--- src/rtl/alu_issue.sv ---
// RV32I decode/issue stage: decodes the ALU operation and operands and presents them
// through a 2-entry (output + skid) valid/ready buffer with a registered in_ready.
package cpu_pkg;
   typedef enum logic [3:0] {
      ALU_ADD  = 4'd0,
      ALU_SUB  = 4'd1,
      ALU_SLL  = 4'd2,
      ALU_SLT  = 4'd3,
      ALU_SLTU = 4'd4,
      ALU_XOR  = 4'd5,
      ALU_SRL  = 4'd6,
      ALU_SRA  = 4'd7,
      ALU_OR   = 4'd8,
      ALU_AND  = 4'd9
   } alu_op_t;
endpackage

module alu_issue
   import cpu_pkg::*;
#(
   parameter int unsigned XLEN = 32
) (
   input  logic            clk,
   input  logic            nRst,
   input  logic            in_valid,
   output logic            in_ready,
   input  logic [31:0]     instr,
   input  logic [XLEN-1:0] pc,
   input  logic [XLEN-1:0] rs1_data,
   input  logic [XLEN-1:0] rs2_data,
   input  logic            flush,
   output logic            out_valid,
   input  logic            out_ready,
   output alu_op_t         ALUOp,
   output logic [XLEN-1:0] inputA,
   output logic [XLEN-1:0] inputB,
   output logic [4:0]      rd,
   output logic            reg_write,
   output logic            is_branch,
   output logic [2:0]      br_funct3,
   output logic            illegal
);

   localparam logic [6:0] OPC_OP     = 7'b0110011;
   localparam logic [6:0] OPC_OPIMM  = 7'b0010011;
   localparam logic [6:0] OPC_LUI    = 7'b0110111;
   localparam logic [6:0] OPC_AUIPC  = 7'b0010111;
   localparam logic [6:0] OPC_BRANCH = 7'b1100011;
   localparam logic [6:0] F7_ZERO    = 7'b0000000;
   localparam logic [6:0] F7_ALT     = 7'b0100000;

   typedef struct packed {
      alu_op_t         op;
      logic [XLEN-1:0] a;
      logic [XLEN-1:0] b;
      logic [4:0]      rd;
      logic            reg_write;
      logic            is_branch;
      logic [2:0]      br_funct3;
      logic            illegal;
   } beat_t;

   logic [6:0]      opcode;
   logic [2:0]      funct3;
   logic [6:0]      funct7;
   logic [XLEN-1:0] imm_i;
   logic [XLEN-1:0] imm_u;
   logic [XLEN-1:0] shamt_i;
   logic [XLEN-1:0] shamt_r;

   assign opcode  = instr[6:0];
   assign funct3  = instr[14:12];
   assign funct7  = instr[31:25];
   assign imm_i   = {{(XLEN-12){instr[31]}}, instr[31:20]};
   assign imm_u   = {instr[31:12], 12'b0};
   assign shamt_i = {{(XLEN-5){1'b0}}, instr[24:20]};
   assign shamt_r = {{(XLEN-5){1'b0}}, rs2_data[4:0]};

   beat_t   dec;
   alu_op_t dec_op;
   logic [XLEN-1:0] dec_a;
   logic [XLEN-1:0] dec_b;
   logic    dec_rw;
   logic    dec_br;
   logic    legal;

   always_comb begin
      dec_op = ALU_ADD;
      dec_a  = '0;
      dec_b  = '0;
      dec_rw = 1'b0;
      dec_br = 1'b0;
      legal  = 1'b1;
      case (opcode)
         OPC_OP, OPC_OPIMM: begin
            dec_a  = rs1_data;
            dec_b  = (opcode == OPC_OP) ? rs2_data : imm_i;
            dec_rw = 1'b1;
            case (funct3)
               3'b000: dec_op = (opcode == OPC_OP && funct7 == F7_ALT) ? ALU_SUB : ALU_ADD;
               3'b001: dec_op = ALU_SLL;
               3'b010: dec_op = ALU_SLT;
               3'b011: dec_op = ALU_SLTU;
               3'b100: dec_op = ALU_XOR;
               3'b101: dec_op = (funct7 == F7_ALT) ? ALU_SRA : ALU_SRL;
               3'b110: dec_op = ALU_OR;
               default: dec_op = ALU_AND;
            endcase
            // Shift amounts are masked to 5 bits because the ALU shifts by the full inputB.
            if (funct3 == 3'b001 || funct3 == 3'b101)
               dec_b = (opcode == OPC_OP) ? shamt_r : shamt_i;
            if (opcode == OPC_OP)
               legal = (funct7 == F7_ZERO) ||
                       (funct7 == F7_ALT && (funct3 == 3'b000 || funct3 == 3'b101));
            else if (funct3 == 3'b001)
               legal = (funct7 == F7_ZERO);
            else if (funct3 == 3'b101)
               legal = (funct7 == F7_ZERO) || (funct7 == F7_ALT);
         end
         OPC_LUI: begin
            dec_b  = imm_u;
            dec_rw = 1'b1;
         end
         OPC_AUIPC: begin
            dec_a  = pc;
            dec_b  = imm_u;
            dec_rw = 1'b1;
         end
         OPC_BRANCH: begin
            dec_a  = rs1_data;
            dec_b  = rs2_data;
            dec_br = 1'b1;
            case (funct3)
               3'b000, 3'b001: dec_op = ALU_SUB;
               3'b100, 3'b101: dec_op = ALU_SLT;
               3'b110, 3'b111: dec_op = ALU_SLTU;
               default:        legal  = 1'b0;
            endcase
         end
         default: legal = 1'b0;
      endcase

      if (!legal) begin
         dec_op = ALU_ADD;
         dec_a  = '0;
         dec_b  = '0;
         dec_rw = 1'b0;
         dec_br = 1'b0;
      end

      dec.op        = dec_op;
      dec.a         = dec_a;
      dec.b         = dec_b;
      dec.rd        = instr[11:7];
      dec.reg_write = dec_rw;
      dec.is_branch = dec_br;
      dec.br_funct3 = funct3;
      dec.illegal   = !legal;
   end

   beat_t out_q, out_d;
   beat_t skid_q, skid_d;
   logic  out_valid_q, out_valid_d;
   logic  skid_valid_q, skid_valid_d;
   logic  accept;
   logic  fire;

   assign accept = in_valid & ~skid_valid_q;
   assign fire   = out_valid_q & out_ready;

   always_comb begin
      out_d        = out_q;
      skid_d       = skid_q;
      out_valid_d  = out_valid_q;
      skid_valid_d = skid_valid_q;
      if (flush) begin
         out_valid_d  = 1'b0;
         skid_valid_d = 1'b0;
      end else if (skid_valid_q) begin
         if (fire) begin
            out_d        = skid_q;
            skid_valid_d = 1'b0;
         end
      end else if (accept) begin
         if (!out_valid_q || fire) begin
            out_d       = dec;
            out_valid_d = 1'b1;
         end else begin
            skid_d       = dec;
            skid_valid_d = 1'b1;
         end
      end else if (fire) begin
         out_valid_d = 1'b0;
      end
   end

   always_ff @(posedge clk or negedge nRst) begin
      if (!nRst) begin
         out_q        <= '0;
         skid_q       <= '0;
         out_valid_q  <= 1'b0;
         skid_valid_q <= 1'b0;
      end else begin
         out_q        <= out_d;
         skid_q       <= skid_d;
         out_valid_q  <= out_valid_d;
         skid_valid_q <= skid_valid_d;
      end
   end

   assign in_ready  = ~skid_valid_q;
   assign out_valid = out_valid_q;
   assign ALUOp     = out_q.op;
   assign inputA    = out_q.a;
   assign inputB    = out_q.b;
   assign rd        = out_q.rd;
   assign reg_write = out_q.reg_write;
   assign is_branch = out_q.is_branch;
   assign br_funct3 = out_q.br_funct3;
   assign illegal   = out_q.illegal;

endmodule
--- config.mk ---
export PLATFORM = sky130hd
export DESIGN_NAME = alu_issue
export DESIGN_NICKNAME = d
export VERILOG_FILES = /design/src/rtl/alu_issue.sv
export SDC_FILE = /design/constraint.sdc
export NUM_CORES = 1
export LEC_CHECK = 0
export BUFFER_PORTS_ARGS = -buffer_cell sky130_fd_sc_hd__buf_2
export CORE_MARGIN = 5
export CORE_UTILIZATION = 59
export CTS_BUF_LIST = sky130_fd_sc_hd__clkbuf_8
export DETAILED_ROUTE_END_ITERATION = 8
export HOLD_SLACK_MARGIN = 0.1
export PLACE_DENSITY = 0.88
export REMOVE_ABC_BUFFERS = 1
export SYNTH_ARGS = -nofsm -noshare
export SYNTH_HDL_FRONTEND = slang
export SYNTH_SLANG_ARGS = --single-unit
--- constraint.sdc ---
create_clock -name clk -period 6.35 [get_ports clk]
set_clock_uncertainty 0.1 [all_clocks]
set_input_delay 0.635 -clock clk [delete_from_list [all_inputs] [get_ports clk]]
set_output_delay 0.635 -clock clk [all_outputs]
set_load 0.05 [all_outputs]
### Word level (Yosys, flattened, before mapping)

Cells that the tools add are included.

| word-level totals | value |
|---|---|
| logic and storage cells | 100 |
| register bits after elaboration | 160 |

| operators by class | value |
|---|---|
| multiplexer cells | 36 |
| reductions and logical operators | 25 |
| equality and inequality tests | 16 |
| bitwise operators | 5 |

Operators with widths:

| kind | count |
|---|---|
| $mux W79 | 4 |
| $mux W32 | 4 |
| $pmux W32 S3 | 1 |
| $pmux W32 S2 | 1 |
| $pmux W4 S7 | 1 |
| $eq A7 B6 Y1 const B | 3 |
| $mux W1 | 20 |
| $eq A7 B5 Y1 const B | 2 |
| $eq A3 B3 Y1 const B | 4 |
| $reduce_or A2 Y1 | 5 |
| $pmux W3 S3 | 1 |
| $pmux W4 S2 | 1 |
| $reduce_and A4 Y1 | 2 |
| $eq A7 B7 Y1 const B | 1 |
| $logic_not A7 Y1 | 1 |
| $eq A3 B2 Y1 const B | 2 |
| $reduce_or A6 Y1 | 1 |
| $logic_or A1 B1 Y1 | 5 |
| $mux W5 | 1 |
| $mux W4 | 1 |
| $reduce_bool A2 Y1 | 2 |
| $reduce_or A4 Y1 | 1 |
| $eq A3 B1 Y1 const B | 1 |
| $logic_not A3 Y1 | 1 |
| other kinds (11) | 16 |

### Longest topological paths before layout

| depth | value |
|---|---|
| depth in word-level cells | 10 |
| gate-level depth with buffers | 9 |

### Worst setup path before layout

OpenSTA, ideal clock, no wires.

| timing path | value |
|---|---|
| path kind | input -> register |
| start | input instr[26] |
| end | register skid_q[11] in the netlist's numbering |
| stages | 8 |
| library setup time | 92 ps |
| required time | 6158 ps |
| arrival time | 2586 ps |
| slack | 3571 ps |
| cells stage by stage | or4_1 or4b_1 nor4_2 or2_2 a21oi_2 buf_6 buf_6 o31ai_2 |

| on the way | value |
|---|---|
| cells in the longest elaborated chain, start to end | 7 |
| elaborated cells on any way between the ends | 10 |

Ends and longest elaborated chain:

| item | line | source |
|---|---|---|
| start: declaration | 27 | `input logic [31:0] instr,` |
| $eq A7 B6 Y1 or $logic_not A7 Y1 (tied branches) | - |  |
| $logic_or A1 B1 Y1 | 118 | `legal = (funct7 == F7_ZERO) \|\| (funct7 == F7_ALT);` |
| $mux W1 | 117 | `else if (funct3 == 3'b101)` |
| $mux W1 | 115 | `else if (funct3 == 3'b001)` |
| $mux W1 (*) | 112 | `if (opcode == OPC_OP)` |
| $pmux W1 S3 (*) | 94 | `case (opcode)` |
| $mux W32 (*) | 143 | `if (!legal) begin` |
| end signal: assignment | 205 | `skid_q <= skid_d;` |
| end: declaration | 162 | `beat_t skid_q, skid_d;` |

Every way passes the cells marked *; elsewhere a longest branch is shown, timed or not.
A chain may end at the register's enable or synchronous reset.

### Final worst setup path

| timing path | value |
|---|---|
| start | register skid_valid_q |
| end | register out_q, in the netlist inputA[26] |

| on the way | value |
|---|---|
| cells in the longest elaborated chain, start to end | 4 |
| elaborated cells on any way between the ends | 7 |

Ends and longest elaborated chain:

| item | line | source |
|---|---|---|
| start: declaration | 164 | `logic skid_valid_q, skid_valid_d;` |
| start signal: assignment | 207 | `skid_valid_q <= skid_valid_d;` |
| $not A1 Y1 (no line) | - |  |
| $and A1 B1 Y1 | 168 | `assign accept = in_valid & ~skid_valid_q;` |
| $reduce_bool A2 Y1 (no line) | - |  |
| $reduce_and A4 Y1 (no line) | - |  |
| end signal: assignment | 204 | `out_q <= out_d;` |
| end: declaration | 161 | `beat_t out_q, out_d;` |

Several ways; a longest one is shown, not always the timed one.

==> run metrics <==
top cells by count, synth=dfrtp_1, nand2_1, a21oi_1; Util after Layout=71.4%; GRT Overall Usage=26.9%; P&R area growth vs syn=18.3%; Final setup viols=0; library cells used by synthesis=43; fin crit period=3.81 ns; CP Launch Type=flop; vias in the first global route=7,032; most common flop cell mapped by yosys=dfrtp_1; net total in the final layout=1,073; Fmax=0.262 GHz; CP max FO=84; Setup Fix Bufs, Post-CTS=0; NetSw=0.000556 W; post-synthesis instance total=775; Avg Cell Area, Syn=10.3 um2; Static Leak=4.55 nW; core area=0.0132 mm2; post_cts resized=0; cts bufs inserted=17; period utilisation layout=60.0%; Total Power=0.00204 W; Die W=126 um; Wirelength per Cell=19.0 um; Antenna Cells=0; Hold Buf Count CTS=0; Via density=6.26; Root Driver=clkbuf_8; pwr dens=216 mW/mm2; Gate power share=12.7%; largest net degree at the start of global routing=120; Ys Warns=0; I/O pin count=214; sequential area share after synthesis=50.1%; dpl ws=2.47 ns; vias after detailed routing=7,064; CTS H-Tree Depth=4; first-pass GRT wire length=35,300 um; cell row count=42; worst skew pair latency=0.45 ns; final count of pins violating max slew=0; largest cells by area after synthesis=dfrtp_1, o31ai_2, o31ai_1; internal power=0.00148 W; final hold vios=0; GP Congestion=0.888; TritonRoute pass-1 iters=6; Post-synth EDFFs=0; CP Data Required Time=6.59 ns; Net Sw Frac=27.3%; post-synth top area cell=dfrtp_1; status=finished clean; Final WS setup=2.54 ns; Die Area=0.0160 mm2; ys async rst share=100%; Max-Cap Viols=0; clock transition at the registers of the reported paths=0.08 ns; Initial Util=60.3%; VDD IR-drop max=0.000151 V; arrival time worst endpoint=4.05 ns; initial DRC count=610; FILL cells=1,019; initial antenna violation count=1; Mapped Area=0.00799 mm2; Clock power frac=34.9%; RSZ-0062 raised after global routing=false; slew at the pin with the worst max-slew slack=1.11 ns; remaining antenna violation count=0; CTS max path bufs=2; worst min-delay path category=in2async; area share of the largest cell type after synthesis=50.1%; multi-input logic area=0.00367 mm2; CP endpoint kind=flop; share of cells above drive strength 1=35.2%; placed wire-length estimate=13,800 um; Die Y=126 um; final wirelength=21,400 um; DRC viols=0; Port Buffers=213; CP Class=reg2reg; # clock sinks=160; relative slew slack=25.6%; CTS tree=built; grt total ovfl=0; Reg area=0.00401 mm2; top-count cell post-synth=dfrtp_1; Reg power frac=52.3%; Synth Register Bits=160
power by group through the flow:
| stage | combinational (W) | sequential, W | clock [W] |
|---|---|---|---|
| floorplan | 0.0000802 | 0.00114 | 0 |
| global placement | 0.000255 | 0.00108 | 0 |
| detailed placement | 0.000260 | 0.00109 | 0 |
| CTS | 0.000260 | 0.00107 | 0.000719 |
| global route | 0.000281 | 0.00107 | 0.000767 |
| finish | 0.000260 | 0.00107 | 0.000711 |
metal layers:
metal  GRT usage [%]  wire length, um  vias to the layer above
met5               0                7                        -
met4            8.77              370                        2
met3            5.97             1690                       36
met2            43.3            10400                      328
met1            36.7             8930                     3442
li1                -                -                     3256
cells in the final DEF (no fill, tap or decap), drive strengths merged:
cell type    n
a211oi       2
or3          2
or3b         1
clkbuf      19
a21oi       90
a221oi      20
and2         2
and3        68
nor3         5
buf        225
o211ai       1
nand2       92
dfrtp      160
or4          1
mux2        10
o32a         1
nand3        1
clkinv       5
o22ai        2
nor2        12
bufinv       2
a22oi       38
nand4bb      1
o21a         1
o21ai       19
a31oi        1
a211o        2
o31ai      136
or2          2
a21boi       1
inv          8
nand3b       4
nor4         3
nand2b       2
or4b         1
mux2i        7
nor2b        5
path summary, 6_finish.rpt:
| path | startpoint | to | slack (ns) | cells after the start |
|---|---|---|---|---|
| min reg2reg | skid_q[71] | skid_q[71] | 0.38 | 2 |
| max reg2reg | skid_valid_q | inputA[26] | 2.54 | 8 |
| max | skid_valid_q | inputA[26] | 2.54 | 8 |
| min | nRst | skid_q[11] | 0.13 | 1 |
| max in group asynchronous | nRst | skid_valid_q | 4.63 | 2 |
| min in group clk | out_ready | skid_valid_q | 0.29 | 2 |
worst max-delay path, stage by stage (launching register included):
cell and delay, ns:
dfrtp_2 0.40, buf_4 0.37, inv_1 0.24, nand2_1 0.17, a211oi_4 0.23, buf_4 0.60, nand2_2 0.75, buf_4 0.51
o31ai_1 0.28
logic make-up (layout without fill, tap and decap cells):
family                 Yosys count  in the layout  share of synthesized area (%)
DFF                            160            160                           50.1
muxes                           17             17                           2.29
AOI/OAI and AO/OA              314            314                           30.2
and+or+nand+nor                202            202                           12.8
buffers and inverters           82            259                           4.56
area by class of cell:
cell class / instances / area share (%)
Sequential cell: 160 / 42.4
Multi-Input combinational cell: 533 / 38.9
Timing Repair Buffer: 225 / 12.4
Clock buffer: 19 / 2.77
Tap cell: 176 / 2.33
Clock inverter: 12 / 1.10
Inverter: 3 / 0.119
state kept, by name, indices dropped and copies added, names as in the netlist:
name,flops
skid_valid_q,1
illegal,1
br_funct3,3
is_branch,1
skid_q,79
rd,5
out_valid,1
reg_write,1
ALUOp,4
inputA,32
inputB,32
metrics by stage:
stage	setup TNS (ns)	instances	hold WS, ns	cell area (um2)
2_1_floorplan	-52.11	696	0.239	7640
3_3_place_gp	0	1097	0.352	9080
3_5_place_dp	0	1097	0.360	9080
4_1_cts	0	1128	0.161	9450
5_1_grt	0	1128	0.200	9450
6_report	0	1128	0.133	9450
Power figures use the tool's default switching activity.
